`src/rtl/dff_arb_pkg.sv`:
```
// ============================================================================
// Module   : dff_arb_pkg
// Purpose  : Shared types and constants for the round-robin D-flop arbiter:
//            the arbiter state encoding, default sizing constants and an
//            index-width helper.
// Ports    : none (package)
// Options  : DFF_ARB_LOCK_EN (consumed by dff_rr_arbiter, not here)
// Revision : 1.0 - initial release
// ============================================================================
`default_nettype none

package dff_arb_pkg;

  // Arbiter state: free-running round-robin, or held by a locking owner.
  typedef enum logic [0:0] {
    ARB    = 1'b0,
    LOCKED = 1'b1
  } arb_state_e;

  localparam int DEF_NUM_REQ = 4;
  localparam int DEF_DATA_W  = 8;

  // Bits needed to index n requesters; never less than one bit.
  function automatic int clog2(input int n);
    int r;
    r = 0;
    for (int k = 0; k < 32; k++) begin
      if ((1 << r) < n) r = r + 1;
    end
    return (r < 1) ? 1 : r;
  endfunction

endpackage

`default_nettype wire

```
`src/rtl/rr_priority_pick.sv`:
```
// ============================================================================
// Module   : rr_priority_pick
// Purpose  : Combinational rotating-priority picker. Finds the first set bit
//            of eff_req searching upward from ptr, wrapping NUM_REQ-1 -> 0.
// Ports    : eff_req    in  [NUM_REQ]  eligible requests
//            ptr        in  [IDX_W]    highest-priority index this cycle
//            winner     out [NUM_REQ]  one-hot winner, zero when none
//            winner_idx out [IDX_W]    binary index of winner
//            valid      out            a winner exists
// Options  : none
// Revision : 1.0 - initial release
// ============================================================================
`default_nettype none

module rr_priority_pick
  import dff_arb_pkg::*;
#(
  parameter int NUM_REQ = DEF_NUM_REQ,
  parameter int IDX_W   = clog2(DEF_NUM_REQ)
) (
  input  logic [NUM_REQ-1:0] eff_req,
  input  logic [IDX_W-1:0]   ptr,
  output logic [NUM_REQ-1:0] winner,
  output logic [IDX_W-1:0]   winner_idx,
  output logic               valid
);

  // One extra bit so ptr + offset can exceed NUM_REQ-1 before wrapping.
  logic [IDX_W:0] w_cand;

  always_comb begin
    winner     = '0;
    winner_idx = '0;
    valid      = 1'b0;
    w_cand     = '0;
    for (int k = 0; k < NUM_REQ; k++) begin
      w_cand = {1'b0, ptr} + (IDX_W+1)'(k);
      // ptr < NUM_REQ, so a single subtraction is enough to wrap.
      if (w_cand >= (IDX_W+1)'(NUM_REQ)) w_cand = w_cand - (IDX_W+1)'(NUM_REQ);
      if (!valid && eff_req[w_cand[IDX_W-1:0]]) begin
        valid      = 1'b1;
        winner_idx = w_cand[IDX_W-1:0];
      end
    end
    if (valid) winner[winner_idx] = 1'b1;
  end

endmodule

`default_nettype wire

```
`src/rtl/dff_rr_arbiter.sv`:
```
// ============================================================================
// Module   : dff_rr_arbiter
// Purpose  : Round-robin arbiter sharing one DATA_W-bit output register among
//            NUM_REQ requesters. At most one transfer per cycle; the served
//            requester gets a one-cycle ack and its data is captured.
// Ports    : clk       in                  rising-edge clock
//            reset     in                  synchronous active-high reset
//            req_in    in  [NUM_REQ]       level requests
//            data_in   in  [NUM_REQ*DATA_W] packed data, slice i = requester i
//            lock_in   in  [NUM_REQ]       lock requests (DFF_ARB_LOCK_EN only)
//            gnt_out   out [NUM_REQ]       one-hot grant of current transfer
//            ack_out   out [NUM_REQ]       identical to gnt_out
//            data_out  out [DATA_W]        shared register
//            valid_out out                 data_out newly loaded this cycle
// Options  : DFF_ARB_LOCK_EN - enables lock_in and the LOCKED state
// Revision : 1.0 - initial release
// ============================================================================
`default_nettype none

module dff_rr_arbiter
  import dff_arb_pkg::*;
#(
  parameter int NUM_REQ = DEF_NUM_REQ,
  parameter int DATA_W  = DEF_DATA_W
) (
  input  logic                      clk,
  input  logic                      reset,
  input  logic [NUM_REQ-1:0]        req_in,
  input  logic [NUM_REQ*DATA_W-1:0] data_in,
`ifdef DFF_ARB_LOCK_EN
  input  logic [NUM_REQ-1:0]        lock_in,
`endif
  output logic [NUM_REQ-1:0]        gnt_out,
  output logic [NUM_REQ-1:0]        ack_out,
  output logic [DATA_W-1:0]         data_out,
  output logic                      valid_out
);

  localparam int         IDX_W     = clog2(NUM_REQ);
  localparam logic [0:0] ST_ARB    = ARB;
  localparam logic [0:0] ST_LOCKED = LOCKED;

  logic [0:0]         r_state;
  logic [IDX_W-1:0]   r_ptr;
  logic [IDX_W-1:0]   r_owner;
  logic [NUM_REQ-1:0] r_gnt;
  logic [DATA_W-1:0]  r_data;
  logic               r_valid;

  logic [NUM_REQ-1:0] w_lock_vec;
  logic [NUM_REQ-1:0] w_eff_req;
  logic [NUM_REQ-1:0] w_pick_onehot;
  logic [IDX_W-1:0]   w_pick_idx;
  logic               w_pick_valid;

  logic               w_xfer;
  logic [IDX_W-1:0]   w_xfer_idx;
  logic [NUM_REQ-1:0] w_xfer_onehot;
  logic [DATA_W-1:0]  w_xfer_data;
  logic [0:0]         w_nxt_state;
  logic [IDX_W-1:0]   w_nxt_ptr;
  logic [IDX_W-1:0]   w_nxt_owner;

`ifdef DFF_ARB_LOCK_EN
  assign w_lock_vec = lock_in;
`else
  // Without the lock feature nothing can ever enter LOCKED.
  assign w_lock_vec = '0;
`endif

  // A requester being acked this cycle sits out this round. In LOCKED the
  // picker result is ignored and the owner's raw req_in is used instead, so
  // the owner is effectively exempt from this mask.
  assign w_eff_req = req_in & ~r_gnt;

  rr_priority_pick #(
    .NUM_REQ (NUM_REQ),
    .IDX_W   (IDX_W)
  ) u_pick (
    .eff_req    (w_eff_req),
    .ptr        (r_ptr),
    .winner     (w_pick_onehot),
    .winner_idx (w_pick_idx),
    .valid      (w_pick_valid)
  );

  always_comb begin
    w_xfer        = 1'b0;
    w_xfer_idx    = w_pick_idx;
    w_xfer_onehot = w_pick_onehot;
    w_nxt_state   = r_state;
    w_nxt_ptr     = r_ptr;
    w_nxt_owner   = r_owner;
    if (r_state == ST_LOCKED) begin
      // ptr already sits at owner+1 and is left there.
      w_nxt_state   = ST_ARB;
      w_xfer_idx    = r_owner;
      w_xfer_onehot = '0;
      w_xfer_onehot[r_owner] = 1'b1;
      if (req_in[r_owner]) begin
        w_xfer = 1'b1;
        if (w_lock_vec[r_owner]) w_nxt_state = ST_LOCKED;
      end
    end else if (w_pick_valid) begin
      w_xfer    = 1'b1;
      w_nxt_ptr = (w_pick_idx == IDX_W'(NUM_REQ-1)) ? '0 : w_pick_idx + IDX_W'(1);
      if (w_lock_vec[w_pick_idx]) begin
        w_nxt_state = ST_LOCKED;
        w_nxt_owner = w_pick_idx;
      end
    end
  end

  // Data mux for the transferring requester.
  always_comb begin
    w_xfer_data = '0;
    for (int i = 0; i < NUM_REQ; i++) begin
      if (w_xfer_idx == IDX_W'(i)) w_xfer_data = data_in[i*DATA_W +: DATA_W];
    end
  end

  always_ff @(posedge clk) begin
    if (reset) begin
      r_state <= ST_ARB;
      r_ptr   <= '0;
      r_owner <= '0;
      r_gnt   <= '0;
      r_data  <= '0;
      r_valid <= 1'b0;
    end else begin
      r_state <= w_nxt_state;
      r_ptr   <= w_nxt_ptr;
      r_owner <= w_nxt_owner;
      r_valid <= w_xfer;
      r_gnt   <= w_xfer ? w_xfer_onehot : '0;
      if (w_xfer) r_data <= w_xfer_data;
    end
  end

  assign gnt_out   = r_gnt;
  assign ack_out   = r_gnt;
  assign data_out  = r_data;
  assign valid_out = r_valid;

endmodule

`default_nettype wire

```
`config.mk`:
```
export PLATFORM = sky130hd
export DESIGN_NAME = dff_rr_arbiter
export DESIGN_NICKNAME = d
export VERILOG_FILES = /design/src/rtl/dff_arb_pkg.sv /design/src/rtl/rr_priority_pick.sv /design/src/rtl/dff_rr_arbiter.sv
export SDC_FILE = /design/constraint.sdc
export NUM_CORES = 1
export LEC_CHECK = 0
export ABC_AREA = 0
export CAP_MARGIN = 30
export CORE_MARGIN = 3
export CORE_UTILIZATION = 37
export CTS_CLUSTER_DIAMETER = 200
export DETAILED_ROUTE_END_ITERATION = 10
export GPL_TIMING_DRIVEN = 0
export PLACE_DENSITY = 0.77
export SYNTH_ARGS = -nofsm -noshare
export SYNTH_HDL_FRONTEND = slang
export SYNTH_SLANG_ARGS = --single-unit
```
`constraint.sdc`:
```
create_clock -name clk -period 2.15 [get_ports clk]
set_input_delay 0.215 -clock clk [delete_from_list [all_inputs] [get_ports clk]]
set_output_delay 0.215 -clock clk [all_outputs]
set_load 0.05 [all_outputs]
```
==> results of run 1 <==
layout make-up:
cell class                 instances  area [µm²]  share of cell area, %
multi-input combinational         83         841                   41.6
timing repair buffer              66         661                   32.7
inverter                           8        30.0                   1.49
clock buffer                       4        26.3                   1.30
buffer                            10         108                   5.33
tap                               31        38.8                   1.92
sequential                        15         315                   15.6
cell usage in the layout, fill, tap and decap left out, drive strengths merged, types with 6 or more instances in the layout:
| cell type | synthesis | layout |
|---|---|---|
| nand3b | 8 | 8 |
| inv | 8 | 8 |
| a21oi | 13 | 13 |
| a211oi | 8 | 8 |
| a221oi | 8 | 8 |
| nor2 | 11 | 11 |
| nor3 | 8 | 8 |
| buf | 11 | 21 |
| nand2b | 6 | 6 |
| dfxtp | 15 | 15 |
| clkdlybuf4s50 | 0 | 52 |
layer usage:
metal / vias up / wire [µm] / global-route usage (%)
met5: - / 0 / 0
met4: 0 / 25 / 4.55
met3: 6 / 276 / 3.56
met2: 55 / 1830 / 30.2
met1: 558 / 1540 / 23.4
li1: 559 / - / -
kinds of logic after synthesis:
kind of cell               count (synthesis)  share of synthesized area, %
and+or+nand+nor                           47                          28.9
AOI/OAI and AO/OA                         32                          27.1
buffers and inverters                     21                          13.4
DFF                                       15                          26.3
adders and majority gates                  4                          4.38
metrics by stage:
step	setup TNS [ns]	cell area (µm²)
6_report	-0.0730	2020
5_1_grt	-0.567	2020
4_1_cts	0	1910
3_5_place_dp	-3.24	1730
3_3_place_gp	-2.76	1730
2_1_floorplan	0	1150
synthesized netlist by cell type (all sizes together):
master / count
clkbuf: 1
and4: 1
nand4: 1
nand2: 3
a221oi: 8
o211ai: 1
nand3: 1
dlymetal6s4s: 1
nor2b: 3
a2bb2oi: 1
a21oi: 13
nor3: 8
nand2b: 6
inv: 8
nor2: 11
and2: 4
nor4bb: 1
a21o: 1
a211oi: 8
ha: 4
nand3b: 8
buf: 11
dfxtp: 15
timing repair:
action / 4_1_cts / 5_1_grt
hold endpoints to repair: 0 / 0
setup buffers: 6 / 3
endpoints found under the setup margin: 8 / 8
gates resized for setup: 18 / 20
pin swaps: 12 / 20
gates cloned: 2 / 1
state kept, by name (all words and copies together) (netlist names):
name / cells
ack_out: 4
data_out: 8
r_ptr: 2
valid_out: 1
critical path, cell delays in order (launching register included):
cell and delay (ns):
dfxtp_4 0.39, nand2b_4 0.17, a2bb2oi_2 0.14, o211ai_1 0.11, buf_4 0.17, nor2_4 0.16
ha_4 0.21, buf_4 0.16, a21oi_1 0.09, a221oi_2 0.30, a211oi_2 0.08, nor3_2 0.17
report_power, final:
part / switching [mW] / internal [mW]
clock: 0.0961 / 0.0722
combinational: 1.29 / 1.11
sequential: 0.0901 / 0.408
total: 1.47 / 1.59
worst paths after layout:
check | depth (start not counted) | from | end | slack, ns
setup reg to reg | 11 | ack_out[2] | data_out[6] | -0.07
hold reg to reg | 2 | data_out[2] | data_out[2] | 0.51
hold / removal | 2 | data_out[2] | data_out[2] | 0.51
setup / recovery | 11 | ack_out[2] | data_out[6] | -0.07
==> impl_metrics.toml, run 1 <==
[timing]
fmax_mhz = 450
fin_crit_sh_pct = 103
relSlewSlack_pct = 64.6
slew_violations = 0
report.final.hold_viol_count = 0
fin_crit_ns = 2.22
finalSetupViolCount = 1
worst_slew_pin_slew_ns = 0.531
worst_slack_ns = -0.0730
skew_ns = 0.00657
whs_ns = 0.511

[global_routing]
grt_max_degree = 11
grt_pass1_wl_um = 5000
grt_usage_pct = 17.9
antenna_found_initial = 0
grt_pass1_vias = 1067
gr-total-overflow = 0

[cts]
ctsHoldBuffers = 0
clock_sinks = 15
htree_num_levels = 1
clk_transition_reported_paths_ns = 0.09
clockBufferDepth = 2
root_buffer = "clkbuf_4"
cts_buffers = 3
cts_tree = "done"
clk_latency_ns = 0.29

[synth]
synth_area_leaders = "dfxtp_1 (26%), a221oi_2 (11%), a211oi_2 (8.8%)"
ys_warn_count = 0
syn-num-nets = 161
synth_seq_area_share_pct = 26.3
synth.top_cell.area_share_pct = 26.3
ys_ff_latch = 15
syn_inst = 119
synth_area_um2 = 1140
synth_area_per_cell_um2 = 9.60
yosysTopAreaCell = "dfxtp_1"
ys_types = 28

[placed_design]
place_congestion = 0.874
dp_hpwl_um = 2460
dp.cells = 204
io_buffers = 54
pre_cts_slack_ns = -0.436

[layout]
area_growth_pct = 76.8
drive_above_1_share_pct = 39.2
nNetsFinal = 229
fin_util_pct = 70.8
diodes = 0
final_cells = 217
n_fill_cell = 228

[die]
rows = 19
core_um2 = 2850
dieArea_um2 = 3790
die_h_um = 61.6
die-width_um = 61.6
start_util_pct = 40.0
pin_count = 55

[route]
vias = 1178
first_iter_violations = 47
detail_route.wl_per_cell_um = 16.9
viasPerCell = 5.43
postRouteAntennaNets = 0
drc = 0
routed_wl_um = 3670
first_pass_iters = 4

[run_status]
failed_checks = "negative setup slack"
status = "complete, but fails checks"

[power]
max-vdd-ir-drop_mv = 0.737
total_power_mw = 3.07
power-per-cell-area_nw_per_um2 = 1520
leakagePower_nw = 0.802

[worst_setup_path]
crit_arrival_ns = 2.44
critPathLaunchType = "register"
cp.required_ns = 2.37
worstSetupPathType = "reg -> reg"
endpoint_kind = "register"
crit_fanout = 8

[worst_hold_path]
hold_path.class = "reg -> reg"

[job]
maxCapViolCount = 0
(Power assumes the default switching activity.)
==> run 2: changes to the inputs <==
Settings changed: GPL_TIMING_DRIVEN 0 to default.
==> impl_metrics.toml, run 2 (synthesis gave the netlist of run 1 again) <==
[global_routing]
antenna_found_initial = 0
grt_pass1_wl_um = 5610
gr-total-overflow = 0
grt_pass1_vias = 1209
grt_usage_pct = 20.1
grt_max_degree = 18

[timing]
rsz0062_at_grt = "yes"
slew_violations = 0
report.final.hold_viol_count = 0
fmax_mhz = 459
worst_slew_pin_slew_ns = 0.505
skew_ns = 0.00866
finalSetupViolCount = 2
fin_crit_ns = 2.18
relSlewSlack_pct = 66.2
whs_ns = 0.517
fin_crit_sh_pct = 101
worst_slack_ns = -0.0265

[placed_design]
pre_cts_slack_ns = -0.465
place_congestion = 0.911
dp.cells = 204
dp_hpwl_um = 2470
io_buffers = 54

[cts]
clk_latency_ns = 0.29
clockBufferDepth = 2
cts_buffers = 3
ctsHoldBuffers = 0
clk_transition_reported_paths_ns = 0.10
clock_sinks = 15
htree_num_levels = 1
root_buffer = "clkbuf_4"
cts_tree = "done"

[layout]
seqCellArea_um2 = 315
final_cell_mix = "clkdlybuf4s50_1 (53), buf_4 (24), a21oi_1 (13)"
area_growth_pct = 75.6
final_cells = 223
final_common_cell = "clkdlybuf4s50_1"
drive_above_1_share_pct = 40.1
diodes = 0
largest_reg_flops = 8
n_fill_cell = 212
multi_input_area_um2 = 798
nNetsFinal = 235

[route]
vias = 1165
first_pass_iters = 4
postRouteAntennaNets = 0
first_iter_violations = 21
drc = 0
viasPerCell = 5.22
routed_wl_um = 3620
detail_route.wl_per_cell_um = 16.2

[die]
start_util_pct = 40.0
die_h_um = 61.6
die-width_um = 61.6
rows = 19
dieArea_um2 = 3790
pin_count = 55
core_um2 = 2850

[worst_hold_path]
whs_path_depth = 2
hold_path.class = "reg -> reg"

[run_status]
failed_checks = "negative setup slack"
status = "complete, but fails checks"

[worst_setup_path]
endpoint_kind = "register"
worstSetupPathType = "reg -> reg"
cp.required_ns = 2.37
critPathLaunchType = "register"
reg2reg_depth = 10
crit_fanout = 5
crit_arrival_ns = 2.39

[power]
max-vdd-ir-drop_mv = 0.693
leakagePower_nw = 0.799
power-per-cell-area_nw_per_um2 = 1500

[job]
maxCapViolCount = 0
run 2: what timing repair did:
action | CTS | global route
resized for setup | 13 | 10
pin swaps | 3 | 11
buffers inserted | 12 | 3
endpoints found under the setup margin | 8 | 9
cloned | 0 | 1
run 2: worst paths after layout:
path               start           to  slack, ns
max reg2reg   ack_out[2]  data_out[3]      -0.03
max           ack_out[2]  data_out[3]      -0.03
min          data_out[1]  data_out[1]       0.52
min reg2reg  data_out[1]  data_out[1]       0.52
run 2: critical path: stages, from the launching register on:
cell,delay (ns)
dfxtp_4,0.38
nand2b_4,0.15
a2bb2oi_2,0.13
o211ai_1,0.32
nand2b_4,0.24
ha_4,0.14
buf_6,0.10
nand3b_1,0.13
a221oi_4,0.32
a211oi_2,0.10
nor3_2,0.10
run 2: power by group:
part           switching (mW)  internal (mW)  total, mW
Combinational            1.21           1.13       2.34
Sequential             0.0933          0.408      0.501
Clock                  0.0973         0.0692      0.166
run 2: layout make-up:
type | count | share of cell area, %
multi-input combinational | 83 | 39.8
timing repair buffer | 82 | 39.7
sequential | 15 | 15.7
tap | 31 | 1.93
inverter | 8 | 1.50
clock buffer | 3 | 1.12
clock inverter | 1 | 0.250
run 2: layer usage:
layer | GRT usage (%) | vias up | routed length (µm)
li1 | - | 571 | -
met1 | 23.7 | 545 | 1500
met2 | 35.0 | 43 | 1850
met3 | 3.98 | 6 | 219
met4 | 8.48 | 0 | 50
met5 | 0 | - | 0
run 2: metrics by stage:
step	setup TNS (ns)	area, µm²	util [%]	power (mW)
final	-0.0310	2010	70.3	3.01
after global routing	-0.575	2010	70.3	3.20
after CTS	0	1930	67.5	2.87
after detailed placement	-3.13	1730	60.7	2.39
after global placement	-2.22	1730	60.7	2.33
after floorplan	0	1150	-	1.87
==> run 3: changes to the inputs <==
Settings changed: CELL_PAD_IN_SITES_DETAIL_PLACEMENT from default to 1, CELL_PAD_IN_SITES_GLOBAL_PLACEMENT from default to 1, CORE_MARGIN 3 to 1.5, CORE_UTILIZATION 37 to 26, PLACE_DENSITY 0.77 to default, PLACE_DENSITY_LB_ADDON from default to 0.1.
==> impl_metrics.toml, run 3 (synthesis gave the netlist of run 1 again) <==
[placed_design]
dp_hpwl_um = 2760
place_congestion = 0.730
io_buffers = 54
pre_cts_slack_ns = -0.457
dp.cells = 225
dpl-instance-area_um2 = 1760

[power]
leakagePower_nw = 0.795
max-vdd-ir-drop_mv = 0.528
power-per-cell-area_nw_per_um2 = 1470

[timing]
fin_crit_sh_pct = 98.7
slew_violations = 0
finalSetupViolCount = 0
fin_crit_ns = 2.12
skew_ns = 0.00173
whs_ns = 0.508
fmax_mhz = 471
worst_slack_ns = 0.0273
report.final.hold_viol_count = 0
relSlewSlack_pct = 66.6
worst_slew_pin_slew_ns = 0.500
rsz0062_at_grt = "yes"

[worst_hold_path]
hold_path.class = "reg -> reg"
whs_path_depth = 2
hold_path_startpoint = "data_out[1]"

[worst_setup_path]
path_cells = "nand2b_4 -> a2bb2oi_2 -> o211ai_1 -> buf_4 -> nor2_4 -> ha_4 -> buf_6 -> nand3b_1 -> a221oi_2 -> a211oi_2 -> nor3_2"
critPathLaunchType = "register"
crit_fanout = 8
r2r-end = "data_out[3]"
r2r-start = "ack_out[2]"
cp-startpoint = "ack_out[2]"
cp_slowest_cell = "dfxtp_4"
worstSetupPathType = "reg -> reg"
r2r_slack_ns = 0.03
cp.required_ns = 2.34
path_buf_inv = 2
crit_arrival_ns = 2.31
endpoint_kind = "register"
reg2reg_depth = 11
slowest_delay_ns = 0.36
crit_family = "compound AO/OA/AOI/OAI gates"
critPathCapture = "data_out[3]"
path_depth = 11

[layout]
drive_above_1_share_pct = 39.4
final_common_cell = "clkdlybuf4s50_1"
area_growth_pct = 74.5
nNetsFinal = 231
diodes = 0
largest_reg_flops = 8
final_cells = 238
final_cell_mix = "clkdlybuf4s50_1 (52), buf_4 (19), a21oi_1 (11)"
post-route-cell-area_um2 = 1990

[run_status]
status = "finished, final reports clean"

[cts]
htree_num_levels = 1
clockBufferDepth = 2
clock_sinks = 15
root_buffer = "clkbuf_8"
clk_transition_reported_paths_ns = 0.07
clk_latency_ns = 0.26
cts_buffers = 3
cts_tree = "done"

[die]
pin_count = 55
dieArea_um2 = 4800
start_util_pct = 27.8
core_um2 = 4120
die-width_um = 69.3
rows = 23
die_h_um = 69.3

[job]
maxCapViolCount = 0

[route]
drc = 0
viasPerCell = 4.76
postRouteAntennaNets = 0
routed_wl_um = 3940
first_iter_violations = 35
first_pass_iters = 3
detail_route.wl_per_cell_um = 16.5
vias = 1134

[global_routing]
grt_max_degree = 18
grt_pass1_vias = 1197
grt_usage_pct = 14.7
grt_pass1_wl_um = 5690
gr-total-overflow = 0
antenna_found_initial = 0
-- run 3: metrics by stage --
| step | TNS, ns | total power, mW | util (%) |
|---|---|---|---|
| 2_1_floorplan | 0 | 1.87 | - |
| 3_3_place_gp | -2.52 | 2.33 | 42.7 |
| 3_5_place_dp | -3.37 | 2.38 | 42.7 |
| 4_1_cts | 0 | 2.76 | 45.7 |
| 5_1_grt | -0.357 | 3.09 | 48.4 |
| 6_report | 0 | 2.93 | 48.4 |
-- run 3: layout make-up --
cell class                      count  area, µm²
Clock buffer                        3       41.3
Clock inverter                      1       5.00
Fill cell                         466       2120
Inverter                            8       30.0
Multi-Input combinational cell     83        786
Sequential cell                    15        315
Tap cell                           50       62.6
Timing Repair Buffer               78        753
-- run 3: power breakdown --
part | switching (mW) | internal, mW | total, mW | leakage (nW)
Sequential | 0.0917 | 0.408 | 0.500 | 0.127
Combinational | 1.18 | 1.00 | 2.18 | 0.642
Clock | 0.118 | 0.129 | 0.247 | 0.0255
Total | 1.38 | 1.54 | 2.93 | 0.795
-- run 3: metal layers --
layer / vias up / global-route usage [%] / wire, µm
met3: 4 / 2.47 / 149
met1: 537 / 16.9 / 1700
met4: 0 / 5.23 / 53
li1: 560 / - / -
met5: - / 0 / 0
met2: 33 / 27.1 / 2040
-- run 3: repair_timing --
item / CTS / global route
hold buffers: 0 / 0
endpoints found under the setup margin: 8 / 8
buffers inserted: 2 / 7
resized for setup: 14 / 17
hold endpoints to repair: 0 / 0
pin swaps: 4 / 10
cloned: 0 / 0
-- run 3: worst min path at each step --
stage / slack (ns) / end
floorplan: 0.32 / valid_out
global placement: 0.49 / data_out[0]
detailed placement: 0.49 / data_out[4]
CTS: 0.51 / data_out[3]
global route: 0.54 / data_out[4]
finish: 0.51 / data_out[1]
-- run 3: worst min-delay path, cell delays in order (launching register included) --
cell	delay (ns)
dfxtp_1	0.33
nor2_1	0.05
nor3_2	0.08
